==> src/rtl/countdown_pkg.sv <==
// Shared constants and helpers for the countdown timer: segment codes and counter sizing.
package countdown_pkg;

  localparam logic [7:0] SEG_0     = 8'hFC;
  localparam logic [7:0] SEG_1     = 8'h60;
  localparam logic [7:0] SEG_2     = 8'hDA;
  localparam logic [7:0] SEG_3     = 8'hF2;
  localparam logic [7:0] SEG_4     = 8'h66;
  localparam logic [7:0] SEG_5     = 8'hB6;
  localparam logic [7:0] SEG_6     = 8'hBE;
  localparam logic [7:0] SEG_7     = 8'hE0;
  localparam logic [7:0] SEG_8     = 8'hFE;
  localparam logic [7:0] SEG_9     = 8'hF6;
  localparam logic [7:0] SEG_BLANK = 8'h00;

  // Bits needed to hold 0..v-1 (minimum 1).
  function automatic int unsigned clog2(input int unsigned v);
    int unsigned x;
    int unsigned r;
    x = (v > 1) ? v - 1 : 1;
    r = 0;
    for (int i = 0; i < 32; i++) begin
      if ((x >> i) != 0) r = i + 1;
    end
    return r;
  endfunction

  function automatic logic [7:0] seg_code(input logic [3:0] d);
    logic [7:0] s;
    case (d)
      4'd0:    s = SEG_0;
      4'd1:    s = SEG_1;
      4'd2:    s = SEG_2;
      4'd3:    s = SEG_3;
      4'd4:    s = SEG_4;
      4'd5:    s = SEG_5;
      4'd6:    s = SEG_6;
      4'd7:    s = SEG_7;
      4'd8:    s = SEG_8;
      4'd9:    s = SEG_9;
      default: s = SEG_BLANK;
    endcase
    return s;
  endfunction

endpackage

==> src/rtl/seg7_dec.sv <==
// Combinational BCD digit to 7-segment {a..g,dp} decoder, active-high segments.
module seg7_dec
  import countdown_pkg::*;
(
  input  logic [3:0] bcd_i,
  output logic [7:0] seg_o
);

  assign seg_o = seg_code(bcd_i);

endmodule

==> src/rtl/countdown_timer.sv <==
// BCD countdown timer with tick prescaler, saturating load, expiry blink and
// multiplexed 7-segment display drive.
module countdown_timer
  import countdown_pkg::*;
#(
  parameter int unsigned CLK_HZ   = 50000000,
  parameter int unsigned DIGITS   = 2,
  parameter logic [31:0] START    = 32'h30,
  parameter int unsigned SCAN_DIV = 25000,
  parameter int unsigned BLANK_LZ = 1
) (
  input  logic                  clk,
  input  logic                  rst_n,
  input  logic                  load,
  input  logic [4*DIGITS-1:0]   load_val,
  input  logic                  pause,
  output logic [DIGITS-1:0]     digit_con,
  output logic [7:0]            digit_seg,
  output logic [4*DIGITS-1:0]   count,
  output logic                  expired,
  output logic                  expire_pulse
);

  localparam int unsigned CW = 4 * DIGITS;
  localparam int unsigned PW = clog2(CLK_HZ);
  localparam int unsigned SW = clog2(SCAN_DIV);
  localparam int unsigned IW = clog2(DIGITS);

  localparam logic [PW-1:0] PRESC_MAX  = PW'(CLK_HZ - 1);
  localparam logic [PW-1:0] PRESC_HALF = PW'(CLK_HZ / 2);
  localparam logic [SW-1:0] SCAN_MAX   = SW'(SCAN_DIV - 1);
  localparam logic [IW-1:0] IDX_MAX    = IW'(DIGITS - 1);
  localparam logic [CW-1:0] START_V    = CW'(START);

  logic [CW-1:0]     count_q, count_d;
  logic [PW-1:0]     presc_q, presc_d;
  logic [SW-1:0]     scan_cnt_q, scan_cnt_d;
  logic [IW-1:0]     scan_idx_q, scan_idx_d;
  logic [DIGITS-1:0] digit_con_q, digit_con_d;
  logic [7:0]        digit_seg_q, digit_seg_d;
  logic              expired_q, expired_d;
  logic              pulse_q, pulse_d;

  logic [CW-1:0] load_sat, count_dec;
  logic          borrow, count_zero, running, tick;
  logic [3:0]    nibble_c;
  logic [7:0]    seg_c;
  logic          upper_zero, blank;

  // Saturate load digits to 9 and form the BCD decrement with digit borrow.
  always_comb begin
    load_sat  = '0;
    count_dec = '0;
    borrow    = 1'b1;
    for (int i = 0; i < DIGITS; i++) begin
      load_sat[4*i +: 4] = (load_val[4*i +: 4] > 4'd9) ? 4'd9 : load_val[4*i +: 4];
      if (!borrow) begin
        count_dec[4*i +: 4] = count_q[4*i +: 4];
      end else if (count_q[4*i +: 4] == 4'd0) begin
        count_dec[4*i +: 4] = 4'd9;
      end else begin
        count_dec[4*i +: 4] = count_q[4*i +: 4] - 4'd1;
        borrow              = 1'b0;
      end
    end
  end

  assign count_zero = (count_q == '0);
  assign running    = !pause && !load && !count_zero;
  assign tick       = running && (presc_q == PRESC_MAX);

  // Count and prescaler; at zero the prescaler free-runs only to pace the blink.
  always_comb begin
    count_d = count_q;
    presc_d = presc_q;
    pulse_d = 1'b0;
    if (load) begin
      count_d = load_sat;
      presc_d = '0;
    end else if (running || count_zero) begin
      presc_d = (presc_q == PRESC_MAX) ? '0 : presc_q + PW'(1);
      if (tick) begin
        count_d = count_dec;
        pulse_d = (count_dec == '0);
      end
    end
    expired_d = (count_d == '0);
  end

  // Digit scan and segment select, both computed from next state so they register together.
  always_comb begin
    scan_cnt_d = (scan_cnt_q == SCAN_MAX) ? '0 : scan_cnt_q + SW'(1);
    scan_idx_d = scan_idx_q;
    if (scan_cnt_q == SCAN_MAX) begin
      scan_idx_d = (scan_idx_q == IDX_MAX) ? '0 : scan_idx_q + IW'(1);
    end
    digit_con_d = DIGITS'(1) << scan_idx_d;
    nibble_c    = count_d[{scan_idx_d, 2'b00} +: 4];
    upper_zero  = ((count_d >> {scan_idx_d, 2'b00}) == '0) && (scan_idx_d != '0);
    blank       = ((BLANK_LZ != 0) && upper_zero) ||
                  (expired_d && (presc_d >= PRESC_HALF));
    digit_seg_d = blank ? SEG_BLANK : seg_c;
  end

  seg7_dec u_seg7_dec (
    .bcd_i (nibble_c),
    .seg_o (seg_c)
  );

  always_ff @(posedge clk or negedge rst_n) begin
    if (!rst_n) begin
      count_q     <= START_V;
      presc_q     <= '0;
      scan_cnt_q  <= '0;
      scan_idx_q  <= '0;
      digit_con_q <= DIGITS'(1);
      digit_seg_q <= seg_code(START_V[3:0]);
      expired_q   <= (START_V == '0);
      pulse_q     <= 1'b0;
    end else begin
      count_q     <= count_d;
      presc_q     <= presc_d;
      scan_cnt_q  <= scan_cnt_d;
      scan_idx_q  <= scan_idx_d;
      digit_con_q <= digit_con_d;
      digit_seg_q <= digit_seg_d;
      expired_q   <= expired_d;
      pulse_q     <= pulse_d;
    end
  end

  assign count        = count_q;
  assign digit_con    = digit_con_q;
  assign digit_seg    = digit_seg_q;
  assign expired      = expired_q;
  assign expire_pulse = pulse_q;

endmodule

==> config.mk <==
export PLATFORM = sky130hd
export DESIGN_NAME = countdown_timer
export DESIGN_NICKNAME = d
export VERILOG_FILES = /design/src/rtl/countdown_pkg.sv /design/src/rtl/seg7_dec.sv /design/src/rtl/countdown_timer.sv
export SDC_FILE = /design/constraint.sdc
export NUM_CORES = 1
export LEC_CHECK = 0
export ABC_AREA = 0
export ABC_CLOCK_PERIOD_IN_PS = 6340
export CAP_MARGIN = 10
export CORE_ASPECT_RATIO = 0.75
export CORE_MARGIN = 5
export CORE_UTILIZATION = 55
export DETAILED_ROUTE_END_ITERATION = 16
export GPL_TIMING_DRIVEN = 0
export PLACE_DENSITY = 0.76
export SLEW_MARGIN = 20
export SYNTH_ARGS = -nofsm -noshare
export SYNTH_HDL_FRONTEND = slang
export SYNTH_SLANG_ARGS = --single-unit
==> constraint.sdc <==
create_clock -name clk -period 6.34 [get_ports clk]
set_input_delay 0.951 -clock clk [delete_from_list [all_inputs] [get_ports clk]]
set_output_delay 0.951 -clock clk [all_outputs]
set_load 0.03 [all_outputs]
# Yosys cells after proc, flatten, opt, wreduce, memory -nomap -nowiden
# Memories as Yosys holds them, arrays and structs flattened.
# Index checks and enable logic that the tools add are counted.
dict set report op_classes {
  n_addsub 5
  magnitude_cmp 3
  eq_ne 2
  shift 3
  mux 19
  reduce_logical 16
}
# operator count
set op_table {}
lappend op_table {{26-bit two-way mux} 3}
lappend op_table {{8-bit logical NOT} 4}
lappend op_table {{8-bit two-way mux} 4}
lappend op_table {{26-bit by 1-bit adder with 26-bit output, second input constant} 1}
lappend op_table {{26-bit == test, second input constant} 1}
lappend op_table {{26-bit by 25-bit greater-or-equal comparator with 1-bit output, second input constant} 1}
lappend op_table {{4-bit two-way mux} 5}
lappend op_table {{15-bit by 1-bit adder with 15-bit output, second input constant} 1}
lappend op_table {{15-bit == test, second input constant} 1}
lappend op_table {{15-bit two-way mux} 1}
lappend op_table {{4-bit > comparator, second input constant} 2}
lappend op_table {{4-bit logical NOT} 2}
lappend op_table {{8-bit by 4-bit variable part select with 4-bit output} 1}
lappend op_table {{8-bit by 3-bit right shift with 8-bit output} 1}
lappend op_table {{4-bit by 1-bit subtractor with 4-bit output, second input constant} 2}
lappend op_table {{1-bit two-way mux} 6}
lappend op_table {{1-bit logical AND} 5}
lappend op_table {{1-bit logical NOT} 3}
lappend op_table {{1-bit logical OR} 2}
lappend op_table {{1-bit by 1-bit left shift with 2-bit output, first input constant} 1}
lappend op_table {{1-bit adder, second input constant} 1}
dict set report totals {
  register_bits 62
  romBits 112
  wordCells 57
  memories 1
}
# memory words word_bits read_ports rd_ports_with_merged_regs wr line_no
set memory_table {}
lappend memory_table {{(no name shown)} 16 7 1 0 0 countdown_pkg.sv:30} ;# case (d)

# Logic depth before layout (Yosys ltp)
dict set report depth {
  word_depth 12
  depth_mapped 12
  mapped_depth_nobuf 12
}

# Cells and area by module
# A second synthesis with hierarchy kept.
dict set report unflattened {
  hier_cells 392
  area_unflattened_um2 3627.2
}
# module instances cells_each area_per_inst_um2 seq_area_each_um2
set modules_own_cells {}
lappend modules_own_cells {countdown_timer 1 362 3397.0 1537.7}
lappend modules_own_cells {seg7_dec 1 30 230.2 0.0}

# Least setup slack after synthesis
# No wires, ideal clock.
dict set report synth_timing {
  path_type {input port to flip-flop}
  from {input port pause}
  to {register digit_seg_q[4], in the netlist digit_seg[4]}
  setup_time_ps 82
  t_arrival_ps 3312
  path_slack_ps 2946
  stages 10
  cell_sequence {or4b_1 > nor4_1 > a31oi_1 > a211o_1 > mux2i_1 > inv_1 > ha_1 > mux2i_1 > o21ai_0 > nor3_1}
}
dict set report synth_via {
  elab_chain_cells 12
}
# element line_no
set synth_rtl {}
lappend synth_rtl {{start: declaration} countdown_timer.sv:16} ;# input logic pause,
lappend synth_rtl {{1-bit logical NOT *} countdown_timer.sv:69} ;# assign running = !pause && !load && !count_zero;
lappend synth_rtl {{1-bit logical AND * (2 in a row)} countdown_timer.sv:69}
lappend synth_rtl {{1-bit logical AND} countdown_timer.sv:70} ;# assign tick = running && (presc_q == PRESC_MAX);
lappend synth_rtl {{8-bit two-way mux} countdown_timer.sv:82} ;# if (tick) begin
lappend synth_rtl {{8-bit two-way mux *} countdown_timer.sv:80} ;# end else if (running || count_zero) begin
lappend synth_rtl {{8-bit two-way mux *} countdown_timer.sv:77} ;# if (load) begin
lappend synth_rtl {{named net count_d[1]} countdown_timer.sv:35} ;# logic [CW-1:0] count_q, count_d;
lappend synth_rtl {{branches (longest 4 deep; another with memory 16 x 7 bit)} -}
lappend synth_rtl {{8-bit two-way mux *} countdown_timer.sv:102} ;# digit_seg_d = blank ? SEG_BLANK : seg_c;
lappend synth_rtl {{named net digit_seg_d[4]} countdown_timer.sv:40} ;# logic [7:0] digit_seg_q, digit_seg_d;
lappend synth_rtl {{end signal: assignment} countdown_timer.sv:117} ;# digit_seg_q <= seg_code(START_V[3:0]);
lappend synth_rtl {{end signal: assignment} countdown_timer.sv:126} ;# digit_seg_q <= digit_seg_d;
lappend synth_rtl {{end: declaration} countdown_timer.sv:40}
# Mark *: on every way through the listed nets, which the timed path passes.

# Worst setup path in the final report
dict set report layout_timing {
  from {input port pause}
  to {register digit_seg_q[2], in the netlist digit_seg[2]}
}
# The elaborated chain is that of the path after synthesis.

==> results_dict.tcl <==
set metrics [dict create \
    ys_warn_count 0 \
    period_share_pct 65.5 \
    cts_tree "built" \
    total_power_uw 947 \
    cts_hold_buf 0 \
    initial_core_util_pct 56.5 \
    slew_violations 0 \
    synth_cells 410 \
    dieArea_um2 8820 \
    ys_async_sr_fraction_pct 100 \
    setup_tns_ps 0 \
    cts_resized 0 \
    r2r_setup_slack_ps 2650 \
    slew_headroom_pct 50.4 \
    core_area_um2 6830 \
    synth_top_family_by_area "simple AND/OR/NAND/NOR gates" \
    area_growth_pct 16.6 \
    power_leakage_nw 1.84 \
    via_count 3364 \
    dp_cells 525 \
    cp-end-kind "flop" \
    hp-class "reg -> reg" \
    fin_skew_ps 11.0 \
    fillers 566 \
    finalHoldWorstSlack_ps 493 \
    synthXorXnorAreaFrac_pct 9.30 \
    min_path_cells 1 \
    synthSimpleGateAreaFrac_pct 31.1 \
    rr_startpoint "scan_cnt_q[6]" \
    grt_pass1_vias 3133 \
    setup_violations 0 \
    antenna_found_initial 0 \
    crit_path_start_kind "input port" \
    r2r_end "digit_seg[2]" \
    clkSlewWorstSetupHoldPaths_ps 70 \
    postSynthAreaPerCell_um2 9.42 \
    synth_area_um2 3860 \
    drive_gt1_share_pct 14.7 \
    yosys_register_bits 60 \
    path_class "in -> reg" \
    worstPathArrival_ps 4390 \
    place_area_um2 4290 \
    grt_pass1_wl_um 16200 \
    drc 0 \
    worstPathMaxFanout 6 \
    gp_congestion 0.922 \
    fp-row-count 26 \
    cts.sinks 60 \
    ff_latch_area_um2 1510 \
    worst-endpoint-required_ps 6580 \
    die_h_um 82.6 \
    maxCapViolCount 0 \
    dpl.hpwl_um 7280 \
    dr.pass1.iters 4 \
    fmax_ghz 0.241 \
    met3_usage_pct 5.36 \
    irDropWorstVdd_mv 0.122 \
    synth_mux_area_share_pct 2.14 \
    met2_usage_pct 33.9 \
    rsz0062_at_grt "no" \
    period_minus_slack_ps 4150 \
    nNetsFinal 473 \
    worstRegToRegCells 9 \
    hold_violations 0 \
    final_common_cell "dfrtp_1" \
    synth_fa_ha_area_share_pct 2.92 \
    grt_usage_pct 23.5 \
    min-delay-start "scan_cnt_q[0]" \
    clockBufferDepth 2 \
    overflow 0 \
    ys.flop_type "dfrtp_1" \
    drt_first_iter_violations 177 \
    root_buffer "clkbuf_8" \
    wl_um 9730 \
    synth_edf_count 0 \
    p_per_area_nw_per_um2 210 \
    busiest_layer "met1" \
    cts_buffers 9 \
    met1_usage_pct 35.1 \
    post_cts_buffers 0 \
    final_area_um2 4500 \
    ant_nets 0 \
    fp.dieW_um 107 \
    holdPathEnd "scan_cnt_q[0]" \
    synth_compound_area_share_pct 11.4 \
    ys_seq_area_share_pct 39.2 \
    instances_no_fill 541 \
    io_buffers 30 \
    multi_input_area_um2 2200 \
    via_per_inst 6.22 \
    num_io_pins 32 \
    cts_max_level 3 \
    synth_cell_types 69 \
    grt_max_degree 36 \
    antenna_cells 0 \
    clkLatencyLatePin_ps 340 \
    drt-wirelength-per-cell_um 18.0 \
    status "completed" \
    final_cell_mix "dfrtp_1 (51), nor2_1 (47), clkdlybuf4s50_1 (29), nand2_1 (25), nand3_1 (24)" \
    mappedNetlistNets 431 \
    tightest_slew_ps 737 \
]
[logic make-up after synthesis]
| kind of cell | Yosys count |
|---|---|
| compound gates | 59 |
| xor+xnor | 41 |
| fa+ha+maj | 9 |
| buf+inv | 32 |
| flops | 60 |
| mux | 8 |
| other cells | 1 |
| simple gates | 200 |
[registers in the layout, indices dropped and copies added (netlist names)]
| name | flops |
|---|---|
| presc_q | 26 |
| scan_cnt_q | 15 |
| count | 8 |
| digit_seg | 7 |
| digit_con | 2 |
| expire_pulse | 1 |
| expired | 1 |
[per-layer routing]
metal | wire length, µm | vias to the layer above
met5 | 0 | -
met2 | 3980 | 149
met1 | 4910 | 1610
met4 | 139 | 0
li1 | - | 1588
met3 | 707 | 17
[cell usage after synthesis (5+ instances only)]
cell type  count  area, µm²
inv_1         12       45.0
nor4_1        10       62.6
xor2_1        18        158
nand2_1       25       93.8
dfrtp_1       51       1280
nor2b_1        5       31.3
dfstp_2        9        236
nand3_1       24        120
mux2i_1        6       60.1
nand4_1       14       87.6
a21oi_1        7       35.0
and3_1         5       31.3
xnor2_1       23        201
and4_1         6       52.6
ha_1           9        113
nor3_1        17       85.1
buf_2          7       35.0
clkbuf_1       8       30.0
nor2_1        47        176
o21ai_0       14       70.1
[how the worst max path moves through the flow]
stage               start           end  cells past startpoint
floorplan           pause  digit_seg[4]                     10
global placement    pause  digit_seg[2]                     10
detailed placement  pause  digit_seg[2]                     10
CTS                 pause  digit_seg[2]                     10
global route        pause  digit_seg[4]                     11
finish              pause  digit_seg[2]                     10
[worst max-delay path: stages]
cell and delay [ps]:
clkdlybuf4s50_1 500, or4b_1 570, nor4_1 520, a31oi_1 180, a211o_1 330, mux2i_1 480, inv_1 150, ha_1 240
o211ai_1 170, nor4bb_1 290
[per-stage QoR]
stage | util (%) | setup WS (ps)
6_report | 65.9 | 2190
5_1_grt | 65.9 | 2040
4_1_cts | 65.9 | 2260
3_5_place_dp | 62.7 | 1910
3_3_place_gp | 62.5 | 2040
2_1_floorplan | - | 2950
[where the power goes]
part	switching [mW]	leakage [nW]	total (mW)	internal (mW)
logic	0.0896	0.952	0.148	0.0587
registers	0.0128	0.776	0.414	0.401
clock network	0.155	0.113	0.385	0.230
total	0.257	1.84	0.947	0.690
[area by class of cell]
| class | instances | share of cell area (%) |
|---|---|---|
| buffer | 19 | 2.28 |
| clock buffer | 11 | 3.14 |
| clock inverter | 5 | 1.67 |
| inverter | 13 | 1.08 |
| multi-input combinational | 318 | 48.8 |
| sequential | 60 | 33.6 |
| tap | 84 | 2.33 |
| timing repair buffer | 31 | 7.06 |
Note: power is estimated with default switching activity, not from simulation.
